===== src/rtl/pipe_stage_buf.sv =====
// Pipeline-stage register with valid/ready flow control, an optional skid entry,
// flush-to-bubble and a saturating back-pressure counter.
module pipe_stage_buf #(
  parameter int              DATA_W   = 64,
  parameter int              PC_W     = 32,
  parameter logic [PC_W-1:0] PC_RESET = 32'h0000_3000,
  parameter int              SKID     = 1
) (
  input  logic              clk,
  input  logic              reset,
  input  logic              in_valid,
  output logic              in_ready,
  input  logic [31:0]       in_instr,
  input  logic [PC_W-1:0]   in_pc,
  input  logic [DATA_W-1:0] in_data,
  input  logic [4:0]        in_wreg,
  input  logic              flush,
  output logic              out_valid,
  input  logic              out_ready,
  output logic [31:0]       out_instr,
  output logic [PC_W-1:0]   out_pc,
  output logic [PC_W-1:0]   out_pc8,
  output logic [DATA_W-1:0] out_data,
  output logic [4:0]        out_wreg,
  output logic [15:0]       stall_cnt
);

  // Handshake: a word moves when valid && ready on the same rising edge; valid never
  // waits on ready, and flush wins over any transfer in its cycle.
  logic              head_valid, skid_valid, rdy_q;
  logic [31:0]       head_instr, skid_instr;
  logic [PC_W-1:0]   head_pc, head_pc8, skid_pc;
  logic [DATA_W-1:0] head_data, skid_data;
  logic [4:0]        head_wreg, skid_wreg;
  logic [15:0]       stall_q;

  logic accept, pop;
  logic head_valid_n, skid_valid_n;
  logic head_load_in, head_load_skid, skid_load;

  // rdy_q is 0 in reset and 1 from the first edge after it, for both builds.
  assign in_ready = rdy_q && ((SKID != 0) || !head_valid || out_ready);
  assign accept   = in_valid && in_ready;
  assign pop      = head_valid && out_ready;

  always_comb begin
    head_valid_n   = head_valid;
    skid_valid_n   = skid_valid;
    head_load_in   = 1'b0;
    head_load_skid = 1'b0;
    skid_load      = 1'b0;
    if (accept && pop) begin
      if (skid_valid) begin
        head_load_skid = 1'b1;
        skid_load      = 1'b1;
      end else begin
        head_load_in = 1'b1;
      end
    end else if (accept) begin
      if (!head_valid) begin
        head_load_in = 1'b1;
        head_valid_n = 1'b1;
      end else begin
        skid_load    = 1'b1;
        skid_valid_n = 1'b1;
      end
    end else if (pop) begin
      if (skid_valid) begin
        head_load_skid = 1'b1;
        skid_valid_n   = 1'b0;
      end else begin
        head_valid_n = 1'b0;
      end
    end
    if (SKID == 0) skid_valid_n = 1'b0;
  end

  always_ff @(posedge clk or negedge reset) begin
    if (!reset) begin
      head_valid <= 1'b0;
      skid_valid <= 1'b0;
      rdy_q      <= 1'b0;
      head_instr <= '0;
      head_pc    <= PC_RESET;
      head_pc8   <= PC_RESET;
      head_data  <= '0;
      head_wreg  <= '0;
      skid_instr <= '0;
      skid_pc    <= '0;
      skid_data  <= '0;
      skid_wreg  <= '0;
    end else if (flush) begin
      head_valid <= 1'b0;
      skid_valid <= 1'b0;
      rdy_q      <= 1'b1;
      head_pc    <= PC_RESET;
      head_pc8   <= PC_RESET;
    end else begin
      head_valid <= head_valid_n;
      skid_valid <= skid_valid_n;
      rdy_q      <= !skid_valid_n;
      if (head_load_in) begin
        head_instr <= in_instr;
        head_pc    <= in_pc;
        head_pc8   <= in_pc + PC_W'(8);
        head_data  <= in_data;
        head_wreg  <= in_wreg;
      end else if (head_load_skid) begin
        head_instr <= skid_instr;
        head_pc    <= skid_pc;
        head_pc8   <= skid_pc + PC_W'(8);
        head_data  <= skid_data;
        head_wreg  <= skid_wreg;
      end
      if (skid_load) begin
        skid_instr <= in_instr;
        skid_pc    <= in_pc;
        skid_data  <= in_data;
        skid_wreg  <= in_wreg;
      end
    end
  end

  // Performance counter survives flush; only reset clears it.
  always_ff @(posedge clk or negedge reset) begin
    if (!reset) begin
      stall_q <= '0;
    end else if (head_valid && !out_ready && stall_q != 16'hFFFF) begin
      stall_q <= stall_q + 16'd1;
    end
  end

  assign out_valid = head_valid;
  assign out_instr = head_valid ? head_instr : 32'd0;
  assign out_wreg  = head_valid ? head_wreg : 5'd0;
  assign out_pc    = head_pc;
  assign out_pc8   = head_pc8;
  assign out_data  = head_data;
  assign stall_cnt = stall_q;

endmodule


===== config.mk =====
export PLATFORM = sky130hd
export DESIGN_NAME = pipe_stage_buf
export DESIGN_NICKNAME = d
export VERILOG_FILES = /design/src/rtl/pipe_stage_buf.sv
export SDC_FILE = /design/constraint.sdc
export NUM_CORES = 1
export LEC_CHECK = 0
export ABC_AREA = 1
export CORE_ASPECT_RATIO = 1.4
export CORE_MARGIN = 3
export CORE_UTILIZATION = 45
export DETAILED_ROUTE_END_ITERATION = 12
export PLACE_DENSITY = 0.79
export SLEW_MARGIN = 5
export SYNTH_ARGS = -nofsm -noshare
export SYNTH_HDL_FRONTEND = slang
export SYNTH_SLANG_ARGS = --single-unit

===== constraint.sdc =====
create_clock -name clk -period 3.5 [get_ports clk]
set_input_delay 0.525 -clock clk [delete_from_list [all_inputs] [get_ports clk]]
set_output_delay 0.525 -clock clk [all_outputs]
set_load 0.1 [all_outputs]

# Word level (Yosys, flattened, before mapping)
# Cells that the tools add are included.
[word_totals]
word_cells = 69
reg_bits = 317
out_inout_bits = 183
inputBits = 138
[op_classes]
reduce_logical = 13
mux = 36
eq_ne = 3
add_sub_neg = 3
bitwise_logic = 1
[op_table]
columns = ["cell", "n"]
rows = [
  ["$mux W32", 9],
  ["$mux W64", 2],
  ["$add A32 B4 Y32 const B", 2],
  ["$mux W1", 22],
  ["$add A16 B1 Y16 const B", 1],
  ["$ne A16 B16 Y1 const B", 1],
  ["$mux W5", 3],
  ["$reduce_bool A3 Y1", 2],
  ["$logic_and A1 B1 Y1", 5],
  ["$reduce_and A2 Y1", 2],
  ["$ne A3 B2 Y1 const B", 1],
  ["$reduce_and A3 Y1", 1],
  ["$logic_not A1 Y1", 2],
  ["$ne A2 B2 Y1 const B", 1],
  ["$reduce_bool A2 Y1", 1],
  ["$not A1 Y1", 1],
]

# Longest topological paths before layout
# Gate-level depths: netlist of the first run.
[depth]
word_depth = 7
depth_mapped = 16
depth_no_buf = 15

# Worst setup path after synthesis of the first run
# OpenSTA, ideal clock, no wires.
[synth_timing]
kind = "register to register"
start = "reg rdy_q, in the netlist in_ready"
end = "reg head_pc8[27], in the netlist out_pc8[27]"
arrival_ns = 2.695
setup_ns = 0.126
path_buffers = 1
required_time_ns = 3.374
stages_incl_launch_ff = 16
period_less_slack_ns = 2.821
slack_ns = 0.679
path_cell_list = "dfrtp_1 > nand2_2 > clkinv_4 > nand3_4 > buf_6 > nand2_1 > o21ai_1 > inv_1 > ha_1 > nand2_1 > nor2_2 > nand3_4 > nor2_8 > nand3_1 > nand2_1 > nand3_1"
[synth_between]
elab_chain_len = 5
elab_cells_between_ends = 9
classes_between = "mux (6); reduce/logical (3)"
[synth_lines]
columns = ["element", "line_no", "source"]
rows = [
  ["start, declared", "30", "logic head_valid, skid_valid, rdy_q;"],
  ["start signal, assigned", "101", "rdy_q <= !skid_valid_n;"],
  ["$logic_and A1 B1 Y1 (*)", "43", "assign accept = in_valid && in_ready;"],
  ["$mux W1 or $logic_and A1 B1 Y1 (tied branches)", "59, 52", ""],
  ["$mux W1", "52", "if (accept && pop) begin"],
  ["$mux W32", "102", "if (head_load_in) begin"],
  ["$mux W32", "92", "end else if (flush) begin"],
  ["end signal, assigned", "105", "head_pc8 <= in_pc + PC_W'(8);"],
  ["end signal, assigned", "111", "head_pc8 <= skid_pc + PC_W'(8);"],
  ["end, declared", "32", "logic [PC_W-1:0] head_pc, head_pc8, skid_pc;"],
]
# Every way passes the cells marked *; elsewhere a longest branch is shown, timed or not.
# A chain may end at the register's enable or synchronous reset.

# Worst setup path after layout of the first run
[layout_timing]
start = "reg head_pc[12], in the netlist out_pc[12]"
end = "out out_pc[12]"
[layout_lines]
columns = ["element", "line_no", "source"]
rows = [
  ["start, declared", "32", ""],
  ["start signal, assigned", "104", "head_pc <= in_pc;"],
  ["start signal, assigned", "110", "head_pc <= skid_pc;"],
  ["end, declared", "21", "output logic [PC_W-1:0] out_pc,"],
]
# No word-level cell between the ends.

==> metrics.txt, run 1 <==
run status=finished clean; number of warning messages in the yosys log=0; worst r2r dst=out_pc8[31]$_DFFE_PN0P_; overall die width=156 um; maximum clock rate=363 MHz; clk buf depth=3; critical path startpoint category=flop; number of clock sinks=314; Avg Vias per Cell=5.32; final core utilization=60.2%; IR drop worst, VDD=0.000619 V; synthesized instance count=1532; Inserted Clock Buffers=30; most frequent cells in the layout=sky130_fd_sc_hd__nand2_1 (344), sky130_fd_sc_hd__dfrtp_1 (309), sky130_fd_sc_hd__clkdlybuf4s50_1 (279), sky130_fd_sc_hd__o21ai_0 (247), sky130_fd_sc_hd__nor2_1 (158); number of DRC markers after the initial detailed-route iteration=657; power density of the placed cells=694 nW/um^2; Post-Synthesis Mean Instance Area=9.25 um^2; root buffer selected by CTS=sky130_fd_sc_hd__clkbuf_16; cells resized by post-CTS repair=0; number of buffers inserted by post-CTS setup repair=0; startpoint of the most critical setup path=out_pc[12]$_DFFE_PN1P_; register bit total from synthesis=314; WL per Instance=17.8 um; clock slew at the register clock pins of the worst setup and hold paths=0.07 ns; first-pass GRT wire length=63.8 mm; Total Die Area=33700 um^2; Final nets=1955; met1 demand-to-capacity share in global routing=27.8%; required time worst endpoint=2.97 ns; critical path's slowest cell=sky130_fd_sc_hd__clkdlybuf4s50_1; number of nets with antenna violations after detailed routing=0; skew final=0.0165 ns; CTS Hold Buffers Added=0; area of the mapped netlist=14200 um^2; leakage power of the design=0.00859 uW; number of pins exceeding their max-slew limit in the final report=0; Post-Syn Nets=1672; setup repair after global routing missed its margin=false; met2 Use GR=40.0%; die extent in y=216 um; Clock Latency Late Sink=0.56 ns; pin count of the biggest net entering global routing=106; number of failing setup endpoints in the final timing report=0; remaining global-route overflow=0; normalized max-slew margin=29.1%; number of distinct library cell variants in the gate-level netlist after synthesis=39; met3 global-route usage=5.60%; router iterations before antenna repair=5; vias=11900; Layout area overhead=31.4%; critical path type=flop to primary output; most used routing layer in global routing=met2; H-tree depth reported by CTS=1; cell type contributing the most total cell area after synthesis=sky130_fd_sc_hd__dfrtp_1; worst-margin pin slew=1.06 ns; final worst path period share=78.7%; vias in the first global route=12100; Fill cells=2531; DPL Wire Length=27.3 mm; Data arrival, critical path=2.23 ns; global-route total usage across every layer=23.3%; boundary pin count=321; number of core rows=76; IO Port Bufs=320; Setup TNS=0 ns; effective utilization at floorplan=45.8%; sequential element share of the synthesized area=55.5%; CP top delay family=buffers and inverters; worst r2r src=out_valid$_DFFE_PN0P_; CP Cell Sequence=clkdlybuf4s50_1; most common cell after layout, fill and taps aside=sky130_fd_sc_hd__nand2_1; cells taking the most area after synthesis=sky130_fd_sc_hd__dfrtp_1 (55%), sky130_fd_sc_hd__nand2_1 (9.1%), sky130_fd_sc_hd__mux2_2 (9.1%), sky130_fd_sc_hd__o21ai_0 (8.7%), sky130_fd_sc_hd__nor2_1 (4.2%); fraction of layout instances using a drive strength above 1=14.4%; length in cells of the worst reg-to-reg path=11; # DRC=0; Final GP Congestion=0.939; reg2reg setup slack=1.00 ns; maximum net fanout on the critical path=2; number of hold-slack violations in the final timing report=0; Max Cap Violations=0; max incr delay on CP=1.14 ns; proportion of netlist area held by the largest area contributor=54.8%; number of antenna violations at the first check in global routing=5; min-delay worst type=primary input to asynchronous set/reset pin; Tmin final=2.76 ns; Critical Path Sink Type=primary output; floorplan core area=30900 um^2; TritonCTS clock tree=built; buffer and inverter count on the worst path=1; final wirelength=39.7 mm
cells in the mapped netlist (all sizes together):
| library cell | number |
|---|---|
| nor4 | 2 |
| a22o | 4 |
| mux2 | 114 |
| buf | 42 |
| inv | 107 |
| o211ai | 9 |
| o21ai | 267 |
| and2 | 1 |
| xnor2 | 6 |
| xor2 | 9 |
| a21oi | 2 |
| dfrtp | 310 |
| a32o | 3 |
| a31oi | 3 |
| nor3 | 7 |
| clkinv | 1 |
| ha | 2 |
| clkbuf | 46 |
| a211oi | 1 |
| nand2 | 353 |
| dfstp | 4 |
| or2 | 5 |
| nand4 | 24 |
| nand3 | 43 |
| nor2 | 167 |
layout make-up:
type	instances	area, um^2	share of cell area, %
Clock buffer	40	860	4.62
Sequential cell	314	7860	42.2
Inverter	108	413	2.22
Antenna cell	4	10.0	0.0538
Multi-Input combinational cell	1022	5490	29.5
Clock inverter	13	101	0.544
Timing Repair Buffer	339	3390	18.2
Tap cell	390	488	2.62
worst max path at each step:
stage	to	slack, ns	depth (start not counted)
after CTS	out_pc[12]	0.71	1
after floorplan	out_pc8[27]$_DFFE_PN0P_	0.68	15
final	out_pc[12]	0.74	1
after global routing	out_pc[12]	0.70	1
after detailed placement	out_pc8[31]$_DFFE_PN0P_	0.39	13
after global placement	out_pc8[31]$_DFFE_PN0P_	0.49	13
metal layers:
metal | share of wire [%] | wire, um
met1 | 37 | 14700
met2 | 52 | 20500
met3 | 7.6 | 3010
met4 | 3.9 | 1550
met5 | 0.033 | 13
kinds of logic (layout without fill, tap and decap cells):
kind of cell / count (synthesis) / count (layout) / synth area share (%)
flops: 314 / 314 / 55.5
other cells: 0 / 4 / 0
xor+xnor: 15 / 15 / 0.928
compound gates: 289 / 289 / 10.8
mux: 114 / 114 / 9.06
fa+ha+maj: 2 / 2 / 0.177
buf+inv: 196 / 500 / 5.77
simple gates: 602 / 602 / 17.7
sequential cells by signal (all words and copies together) (netlist names):
| name | cells |
|---|---|
| skid_instr | 32 |
| out_valid | 1 |
| stall_cnt | 16 |
| skid_data | 64 |
| skid_valid | 1 |
| skid_wreg | 5 |
| out_pc | 32 |
| out_pc8 | 29 |
| in_ready | 1 |
| head_instr | 32 |
| out_data | 64 |
| head_wreg | 5 |
| skid_pc | 32 |
power by group:
group          internal [uW]  switching (uW)  total [uW]  leakage (uW)
Clock                   1790            1390        3180      0.000473
Combinational           1290            3500        4790       0.00417
Sequential              4480             473        4950       0.00395
Total                   7560            5360       12900       0.00859
metrics by stage:
| stage | cell area [um^2] | hold slack [ns] | cells | setup slack, ns | total power (uW) |
|---|---|---|---|---|---|
| after floorplan | 14200 | 0.229 | 1532 | 0.679 | 8420 |
| after global placement | 17600 | 0.459 | 2173 | 0.493 | 9680 |
| after detailed placement | 17600 | 0.458 | 2173 | 0.394 | 9800 |
| after CTS | 18600 | 0.0671 | 2226 | 0.712 | 13000 |
| after global routing | 18600 | 0.0838 | 2230 | 0.700 | 13500 |
| final | 18600 | 0.0511 | 2230 | 0.744 | 12900 |
Power figures use the tool's default switching activity.
==> run 2, diff against run 1 <==
PLACE_DENSITY = 0.82   (was 0.79)
clock period = 2.39 ns   (was 3.5 ns; I/O delays follow)
==> run 2 against run 1 <==
Compared with the run above: global-route usage is 0.75 points higher; clock power is 67% higher; register-to-register slack worse by 0.79 ns; combinational power is 54% higher; highest routed layer is now met4.
==> metrics.txt, run 2 (synthesized netlist as in run 1, its figures left out) <==
setup repair after global routing missed its margin=false; min-delay worst type=primary input to asynchronous set/reset pin; worst r2r dst=out_pc8[23]$_DFFE_PN0P_; final wirelength=40.9 mm; Clock Latency Late Sink=0.57 ns; number of nets with antenna violations after detailed routing=0; Critical Path Sink Type=flop; number of antenna violations at the first check in global routing=1; maximum clock rate=459 MHz; CP Cell Sequence=nand2_2, clkinv_4, nand3_4, buf_4, nand2_1, nand2_1, ha_1, nand2_1, nor2_4, nand3_1, nor2_1, nand3_1, o211ai_1; length in cells of the worst reg-to-reg path=13; number of hold-slack violations in the final timing report=0; reg2reg setup slack=0.21 ns; TritonCTS clock tree=built; maximum net fanout on the critical path=5; Power Total=19900 uW; final non-filler cell total=2315; number of pins exceeding their max-slew limit in the final report=0; Inserted Clock Buffers=31; final worst path period share=91.1%; Tmin final=2.18 ns; clock slew at the register clock pins of the worst setup and hold paths=0.06 ns; most common cell after layout, fill and taps aside=sky130_fd_sc_hd__nand2_1; boundary pin count=321; number of core rows=76; normalized max-slew margin=44.8%; Layout area overhead=38.6%; IR drop worst, VDD=0.000747 V; most frequent cells in the layout=sky130_fd_sc_hd__nand2_1 (344), sky130_fd_sc_hd__dfrtp_1 (308), sky130_fd_sc_hd__o21ai_0 (246), sky130_fd_sc_hd__buf_4 (231), sky130_fd_sc_hd__nor2_1 (158); Crit path top cell by count=sky130_fd_sc_hd__nand2_1; router iterations before antenna repair=5; WL per Instance=17.7 um; Avg Vias per Cell=5.30; run status=finished clean; die extent in y=216 um; power density of the placed cells=1010 nW/um^2; number of buffers inserted by post-CTS setup repair=0; # DRC=0; number of failing setup endpoints in the final timing report=0; clk buf depth=3; pin count of the biggest net entering global routing=80; root buffer selected by CTS=sky130_fd_sc_hd__clkbuf_16; effective utilization at floorplan=45.8%; global-route total usage across every layer=24.0%; Final GP Congestion=0.919; required time worst endpoint=2.88 ns; number of DRC markers after the initial detailed-route iteration=557; remaining global-route overflow=0; floorplan core area=30900 um^2; fraction of layout instances using a drive strength above 1=25.8%; vias=12300; overall die width=156 um; vias in the first global route=12900; DPL Wire Length=29.2 mm; worst-margin pin slew=0.828 ns; H-tree depth reported by CTS=1; max incr delay on CP=0.48 ns; skew final=0.0157 ns; worst r2r src=in_ready$_DFF_PN0_; critical path startpoint category=flop; critical path type=flop to flop; number of clock sinks=314; leakage power of the design=0.00946 uW; Total Die Area=33700 um^2; Placed Instances=2258; Max Cap Violations=0; first-pass GRT wire length=66.2 mm; Final nets=2042; IO Port Bufs=320; Data arrival, critical path=2.67 ns; critical path's slowest cell=sky130_fd_sc_hd__dfrtp_4
[run 2: cell types whose count changed in the layout (fill, tap and decap cells not counted), moves of 2 or more]
cell | before | now
sky130_fd_sc_hd__buf_12 | 11 | 56
sky130_fd_sc_hd__buf_4 | 48 | 231
sky130_fd_sc_hd__bufinv_16 | 1 | 5
sky130_fd_sc_hd__clkbuf_1 | 4 | 2
sky130_fd_sc_hd__clkbuf_8 | 5 | 11
sky130_fd_sc_hd__clkdlybuf4s50_1 | 279 | 136
sky130_fd_sc_hd__clkinv_2 | 8 | 3
sky130_fd_sc_hd__diode_2 | 4 | 1
[run 2: repair_timing]
action | in CTS | in global routing
resized for setup | 0 | 2
hold buffers | 1 | 0
hold endpoints to repair | 55 | 0
setup endpoints to repair | 0 | 13
[run 2: worst max path at each step]
stage | start | to | slack [ns] | cells past startpoint
after global placement | out_ready | out_pc8[31]$_DFFE_PN0P_ | -0.12 | 14
final | in_ready$_DFF_PN0_ | out_pc8[23]$_DFFE_PN0P_ | 0.21 | 13
after floorplan | in_ready$_DFF_PN0_ | out_pc8[27]$_DFFE_PN0P_ | 0.05 | 15
after global routing | out_valid$_DFFE_PN0P_ | out_data[39]$_DFFE_PN0P_ | 0.005 | 9
after CTS | out_valid$_DFFE_PN0P_ | out_data[51]$_DFFE_PN0P_ | 0.11 | 6
after detailed placement | out_ready | out_data[51]$_DFFE_PN0P_ | -0.16 | 8
[run 2: final cells by class]
class,count,area (um^2)
clock inverter,11,189
antenna,1,2.50
clock buffer,44,935
sequential,314,7870
timing repair buffer,425,4240
inverter,108,413
fill,2385,11300
multi-input combinational,1022,5500
tap,390,488
[run 2: where the power goes]
part / total (uW) / switching, uW / internal [uW]
Sequential: 7260 / 695 / 6560
Clock: 5310 / 2080 / 3240
Combinational: 7360 / 5240 / 2120
[run 2: worst max-delay path: cells and delay by family, from the launching register on]
kind	cells	cell delay, ns
AOI/OAI and AO/OA	1	0.10
adders and majority gates	1	0.18
buffers and inverters	2	0.20
DFF	1	0.48
and+or+nand+nor	9	1.14
[run 2: layer usage]
| metal | track usage (%) | wire, um | vias to the layer above |
|---|---|---|---|
| li1 | - | - | 5758 |
| met1 | 28.2 | 15100 | 5948 |
| met2 | 41.7 | 20600 | 447 |
| met3 | 4.87 | 3050 | 116 |
| met4 | 11.6 | 2210 | 0 |
| met5 | 0 | 0 | - |
[run 2: stage by stage]
| step | hold WS [ns] | cell area (um^2) | setup TNS, ns | worst slack (ns) | util (%) |
|---|---|---|---|---|---|
| 2_1_floorplan | 0.0629 | 14200 | 0 | 0.0545 | - |
| 3_3_place_gp | 0.360 | 18500 | -0.407 | -0.118 | 59.9 |
| 3_5_place_dp | 0.366 | 18500 | -3.61 | -0.160 | 59.9 |
| 4_1_cts | 0.354 | 19600 | 0 | 0.112 | 63.5 |
| 5_1_grt | 0.372 | 19600 | 0 | 0.00459 | 63.5 |
| 6_report | 0.333 | 19600 | 0 | 0.213 | 63.5 |
